[config.mk]
export PLATFORM = sky130hd
export DESIGN_NAME = cache_fill_fsm
export DESIGN_NICKNAME = d
export VERILOG_FILES = /design/src/rtl/cache_fill_fsm.sv
export SDC_FILE = /design/constraint.sdc
export NUM_CORES = 1
export LEC_CHECK = 0
export ABC_AREA = 0
export ABC_CLOCK_PERIOD_IN_PS = 1300
export BUFFER_PORTS_ARGS = -buffer_cell sky130_fd_sc_hd__buf_2
export CAP_MARGIN = 20
export CELL_PAD_IN_SITES_DETAIL_PLACEMENT = 1
export CELL_PAD_IN_SITES_GLOBAL_PLACEMENT = 2
export CORE_MARGIN = 4
export CORE_UTILIZATION = 21
export DETAILED_ROUTE_END_ITERATION = 10
export GPL_ROUTABILITY_DRIVEN = 0
export PLACE_DENSITY = 0.85
export RECOVER_POWER = 50
export SLEW_MARGIN = 10
export SYNTH_ARGS = -nofsm -noshare
export SYNTH_HDL_FRONTEND = slang
export SYNTH_SLANG_ARGS = --single-unit
[constraint.sdc]
create_clock -name clk -period 1.3 [get_ports clk]
set_input_delay 0.195 -clock clk [delete_from_list [all_inputs] [get_ports clk]]
set_output_delay 0.195 -clock clk [all_outputs]
set_load 0.05 [all_outputs]
[src/rtl/cache_fill_fsm.sv]
// Cache miss fill controller: fetches an 8-word block from pipelined main memory
// and writes it into the data array, then strobes the tag write.
// Optional critical-word-first ordering: define FILL_CRITICAL_WORD_FIRST_EN.
module cache_fill_fsm #(
  parameter int DWIDTH = 16,
  parameter int AWIDTH = 16
) (
  input  logic              clk,
  input  logic              rst,
  input  logic              miss_detected,
  input  logic [AWIDTH-1:0] miss_address,
  input  logic [DWIDTH-1:0] memory_data,
  input  logic              memory_data_valid,
  output logic              fsm_busy,
  output logic              memory_en,
  output logic [AWIDTH-1:0] memory_address,
  output logic              write_data_array,
  output logic [2:0]        word_index,
  output logic [DWIDTH-1:0] fill_data,
  output logic              write_tag_array
);

  typedef enum logic {
    IDLE = 1'b0,
    FILL = 1'b1
  } state_e;

  state_e            state_q, state_d;
  logic [3:0]        issue_cnt_q, issue_cnt_d;
  logic [3:0]        recv_cnt_q, recv_cnt_d;
  // Only the block number is kept; the low nibble is rebuilt from the word offset,
  // so request addresses can never carry out of the block.
  logic [AWIDTH-5:0] base_q, base_d;
  logic [2:0]        req_off;
  logic [2:0]        ret_off;

`ifdef FILL_CRITICAL_WORD_FIRST_EN
  logic [2:0] start_q, start_d;

  always_comb begin
    start_d = start_q;
    if (state_q == IDLE && miss_detected) begin
      start_d = miss_address[3:1];
    end
  end

  always_ff @(posedge clk or negedge rst) begin
    if (!rst) begin
      start_q <= 3'd0;
    end else begin
      start_q <= start_d;
    end
  end

  // 3-bit sum wraps modulo 8, giving the wrap-around fill order.
  assign req_off = start_q + issue_cnt_q[2:0];
  assign ret_off = start_q + recv_cnt_q[2:0];
`else
  assign req_off = issue_cnt_q[2:0];
  assign ret_off = recv_cnt_q[2:0];
`endif

  assign fill_data = memory_data;

  always_comb begin
    state_d          = state_q;
    issue_cnt_d      = issue_cnt_q;
    recv_cnt_d       = recv_cnt_q;
    base_d           = base_q;
    fsm_busy         = 1'b0;
    memory_en        = 1'b0;
    memory_address   = '0;
    write_data_array = 1'b0;
    word_index       = 3'd0;
    write_tag_array  = 1'b0;

    unique case (state_q)
      IDLE: begin
        if (miss_detected) begin
          state_d     = FILL;
          issue_cnt_d = 4'd0;
          recv_cnt_d  = 4'd0;
          base_d      = miss_address[AWIDTH-1:4];
        end
      end

      FILL: begin
        fsm_busy = 1'b1;
        if (issue_cnt_q < 4'd8) begin
          memory_en      = 1'b1;
          memory_address = {base_q, req_off, 1'b0};
          issue_cnt_d    = issue_cnt_q + 4'd1;
        end
        // Completion is driven purely by counting returns, independent of latency.
        if (memory_data_valid) begin
          write_data_array = 1'b1;
          word_index       = ret_off;
          recv_cnt_d       = recv_cnt_q + 4'd1;
          if (recv_cnt_q == 4'd7) begin
            write_tag_array = 1'b1;
            state_d         = IDLE;
          end
        end
      end

      default: state_d = IDLE;
    endcase
  end

  always_ff @(posedge clk or negedge rst) begin
    if (!rst) begin
      state_q     <= IDLE;
      issue_cnt_q <= 4'd0;
      recv_cnt_q  <= 4'd0;
      base_q      <= '0;
    end else begin
      state_q     <= state_d;
      issue_cnt_q <= issue_cnt_d;
      recv_cnt_q  <= recv_cnt_d;
      base_q      <= base_d;
    end
  end

endmodule

# Word level (Yosys, flattened, before mapping)
# Index checks and enable logic that the tools add are counted.
# word_totals
register_bits,21
# classes
add_sub_neg,2
n_lt_le_gt_ge,1
n_eq_ne,4
muxes,21
n_bitwise,1
n_reduce_logical,3
# ops
op,n
16-bit two-way mux,2
4-bit case mux with 2 select lines,2
4-bit two-way mux,3
1-bit two-way mux,11
4-bit by 1-bit adder with 4-bit output (second input constant),2
3-bit two-way mux,2
2-bit AND reduction,3
4-bit by 3-bit == test with 1-bit output (second input constant),1
4-bit < comparator (second input constant),1
2-bit inequality test (second input constant),2
2-bit by 1-bit inequality test with 1-bit output (second input constant),1
1-bit case mux with 2 select lines,1
1-bit inverter,1

# Depth between registers and ports, before layout
# logic_depth
word_depth,4
depth_mapped,6
mapped_depth_nobuf,4

# Worst setup path after synthesis
# OpenSTA, ideal clock, no wires.
# synth_path
kind,reg2reg
startpoint,reg state_q
endpoint,reg state_q
setup_time_ps,141
arrival_ps,1929
t_required_ps,1159
path_slack_ps,-770
path_stages_with_launch,5
path_cell_list,dfrtp_1 buf_6 and3_1 and3_1 nor2_1
# synth_between
elab_chain_len,2
# synth_rtl
item,line_no,rtl
"start, declared",28,"state_e state_q, state_d;"
"start signal, assigned",117,state_q <= state_d;
1-bit inverter (no source line),n/a,
1-bit case mux with 2 select lines (*),77,unique case (state_q)
named net state_d,28,
# Mark *: on every way through the listed nets, which the timed path passes. The rest lies on a longest branch.
# A chain may end at the register's enable or synchronous reset.

# Final worst setup path
# layout_path
startpoint,reg state_q
endpoint,out write_tag_array
# layout_between
elab_chain_len,1
# layout_rtl
item,line_no,rtl
1-bit two-way mux,77,
"end, declared",20,output logic write_tag_array
# No other way between the ends.

==> metrics.md <==
| Metric | Value |
|---|---|
| Outcome | complete, but fails checks |
| Failing checks | negative setup slack |
| Root Driver | clkbuf_8 |
| Grt peak-use layer | met2 |
| Worst-Margin Slew | 546 ps |
| Rel. slew slack | 0.636 |
| CP endpoint kind | primary output |
| Per-cell routed wire length | 14.4 µm |
| Maximum clock frequency | 670 MHz |
| Longest Clk Path Bufs | 2 |
| Met1 usage | 0.109 |
| Total GRT Usage | 0.0964 |
| Max cap viols | 0 |
| Final setup vio count | 37 |
| Skew-Pair Late Insertion Delay | 260 ps |
| Most area-consuming cells after synthesis | dfrtp_1, mux2_2, buf_4, and2_1, nor2_1 |
| Post-Route WL | 3040 µm |
| Synth async-reset ratio | 1.00 |
| Setup repair after global routing missed its margin | true |
| CP Launch Type | flop |
| Setup WS post-layout | -192 ps |
| Post-layout utilization of the core | 0.353 |
| Period utilisation layout | 1.15 |
| Number of global-route vias before repair | 954 |
| Synth Warn # | 0 |
| Count of final hold-check violations | 0 |
| Die area | 0.00676 mm² |
| Maximum VDD drop | 0.755 mV |
| Max FO, Critical Path | 3 |
| Antenna violations before repair | 0 |
| Register area share after synthesis | 0.454 |
| Post-DR vias/cell | 3.97 |
| Critical Path AT | 1300 ps |
| Total placed cells including tap cells | 197 |
| DPL Wire Length | 2040 µm |
| Detailed Routing Iterations Pass 1 | 2 |
| Prevailing post-synth register cell | dfrtp_1 |
| Initial cell density of the core | 0.221 |
| Slew Viols, Final | 0 |
| Layout cells sized above 1 | 0.716 |
| Diodes inserted | 0 |
| Final Hold Slack | 156 ps |
| PortBufs | 37 |
| Post-synth top area cell | dfrtp_1 |
| Antenna viol nets, final | 0 |
| Dpl ws | -82.2 ps |
| Syn Area/Cell | 11.3 µm² |
| Clock transition at path regs | 80 ps |
| Setup CP Type | reg -> out |
| Syn Inst Count | 102 |
| Worst path required time | 1110 ps |
| Post-Syn Area | 0.00116 mm² |
| Pleak | 0.877 nW |
| Drt first-iter violations | 10 |
| Clock skew | 4.12 ps |
| First-pass GRT wire length | 4890 µm |
| Fill cells | 566 |
| Die H | 82.2 µm |
| Synth top cells by count | dfrtp_1, buf_4, and2_1 |
| Row count | 26 |
| Setup TNS | -4660 ps |
| CTS sink cnt | 21 |
| M2 GR Usage | 0.168 |
| Layout Cells excl Fill | 211 |
| Gr ovfl total | 0 |
| Pwr per Cell Area | 2570 mW/mm² |
| Num CTS Buffers | 3 |
| M3 GR Usage | 0.0336 |
| Non-Filler Cell Area, Final | 0.00185 mm² |
| Pwr Total | 4.74 mW |
| CTS tree | built |
| Number of flops mapped to enable cells by yosys | 0 |
| H-tree depth | 1 |
| DR vias | 838 |
| Post-synth top area share | 0.454 |
| Worst hold path class | in -> reg |
| Tmin final | 1490 ps |
| Post-synthesis register bit count | 21 |
| P&R area growth vs syn | 59.6% |
| Unique masters post-synth | 22 |
| Residual DRC | 0 |
| Mapped Nets | 140 |
| IO Pins | 75 |
| Die width | 82.2 µm |
| Largest net degree at the start of global routing | 22 |
| Fin nets | 180 |
| Post-DP Area | 0.00144 mm² |
| Core box area | 0.00524 mm² |
| Most frequent cell after synthesis | dfrtp_1 |
layout make-up:
type	count	area [µm²]	area share
Sequential cell	21	527	0.285
Timing Repair Buffer	57	596	0.322
Multi-Input combinational cell	57	584	0.316
Clock buffer	4	45.0	0.0244
Inverter	2	7.51	0.00407
Tap cell	70	87.6	0.0474
sequential cells by signal (all words and copies together), names as in the netlist:
signal,cells
recv_cnt_q,4
base_q,12
issue_cnt_q,4
state_q,1
worst max-delay path, cell delays in order, from the launching register on:
cell and delay [ps]:
dfrtp_2 430, buf_4 130, and3_4 150, and3_4 190, buf_8 140
where the power goes:
part	internal [mW]	switching, mW	total [mW]	leakage, nW
logic	1.62	1.49	3.11	0.604
clock network	0.219	0.227	0.446	0.0228
registers	0.966	0.211	1.18	0.250
path summary, 6_finish.rpt:
path                                  from              end  slack, ps  depth (start not counted)
max                                state_q  write_tag_array       -190                          4
min                        miss_address[8]        base_q[4]        160                          2
max reg2reg                        state_q        base_q[5]        -90                          5
min reg2reg                      base_q[1]        base_q[1]        520                          1
max in group asynchronous              rst          state_q        460                          2
min in group asynchronous              rst   issue_cnt_q[1]        450                          2
routing by layer:
metal / share of wire / routed length, µm
met1: 0.41 / 1250
met4: 0.0092 / 28
met3: 0.067 / 204
met5: 0 / 0
met2: 0.51 / 1560
kinds of logic after synthesis:
group	after synthesis	share of synthesized area
compound gates	4	0.0249
other cells	1	0.00324
flops	21	0.454
xor+xnor	2	0.0151
simple gates	33	0.171
mux	15	0.146
buf+inv	24	0.164
fa+ha+maj	2	0.0216
timing repair:
action	4_1_cts	5_1_grt
setup buffers	5	5
endpoints found under the setup margin	32	38
gates resized for setup	75	23
pin swaps	2	2
cloned	3	0
endpoints found under the hold margin	21	0
hold buffers	1	0
layout by cell type, fill, tap and decap left out, drive strengths merged:
master       Yosys  layout
buf             22      55
dfrtp           21      21
and2            16      16
mux2            15      15
nor2             8       8
clkbuf           0       5
and3             4       4
nor2b            2       2
inv              2       2
a22o             2       2
xor2             2       2
ha               2       2
nand3            2       2
nand3b           1       1
a31oi            1       1
a21oi            1       1
conb             1       1
dlygate4sd3      0       1
Note: power is estimated with default switching activity, not from simulation.
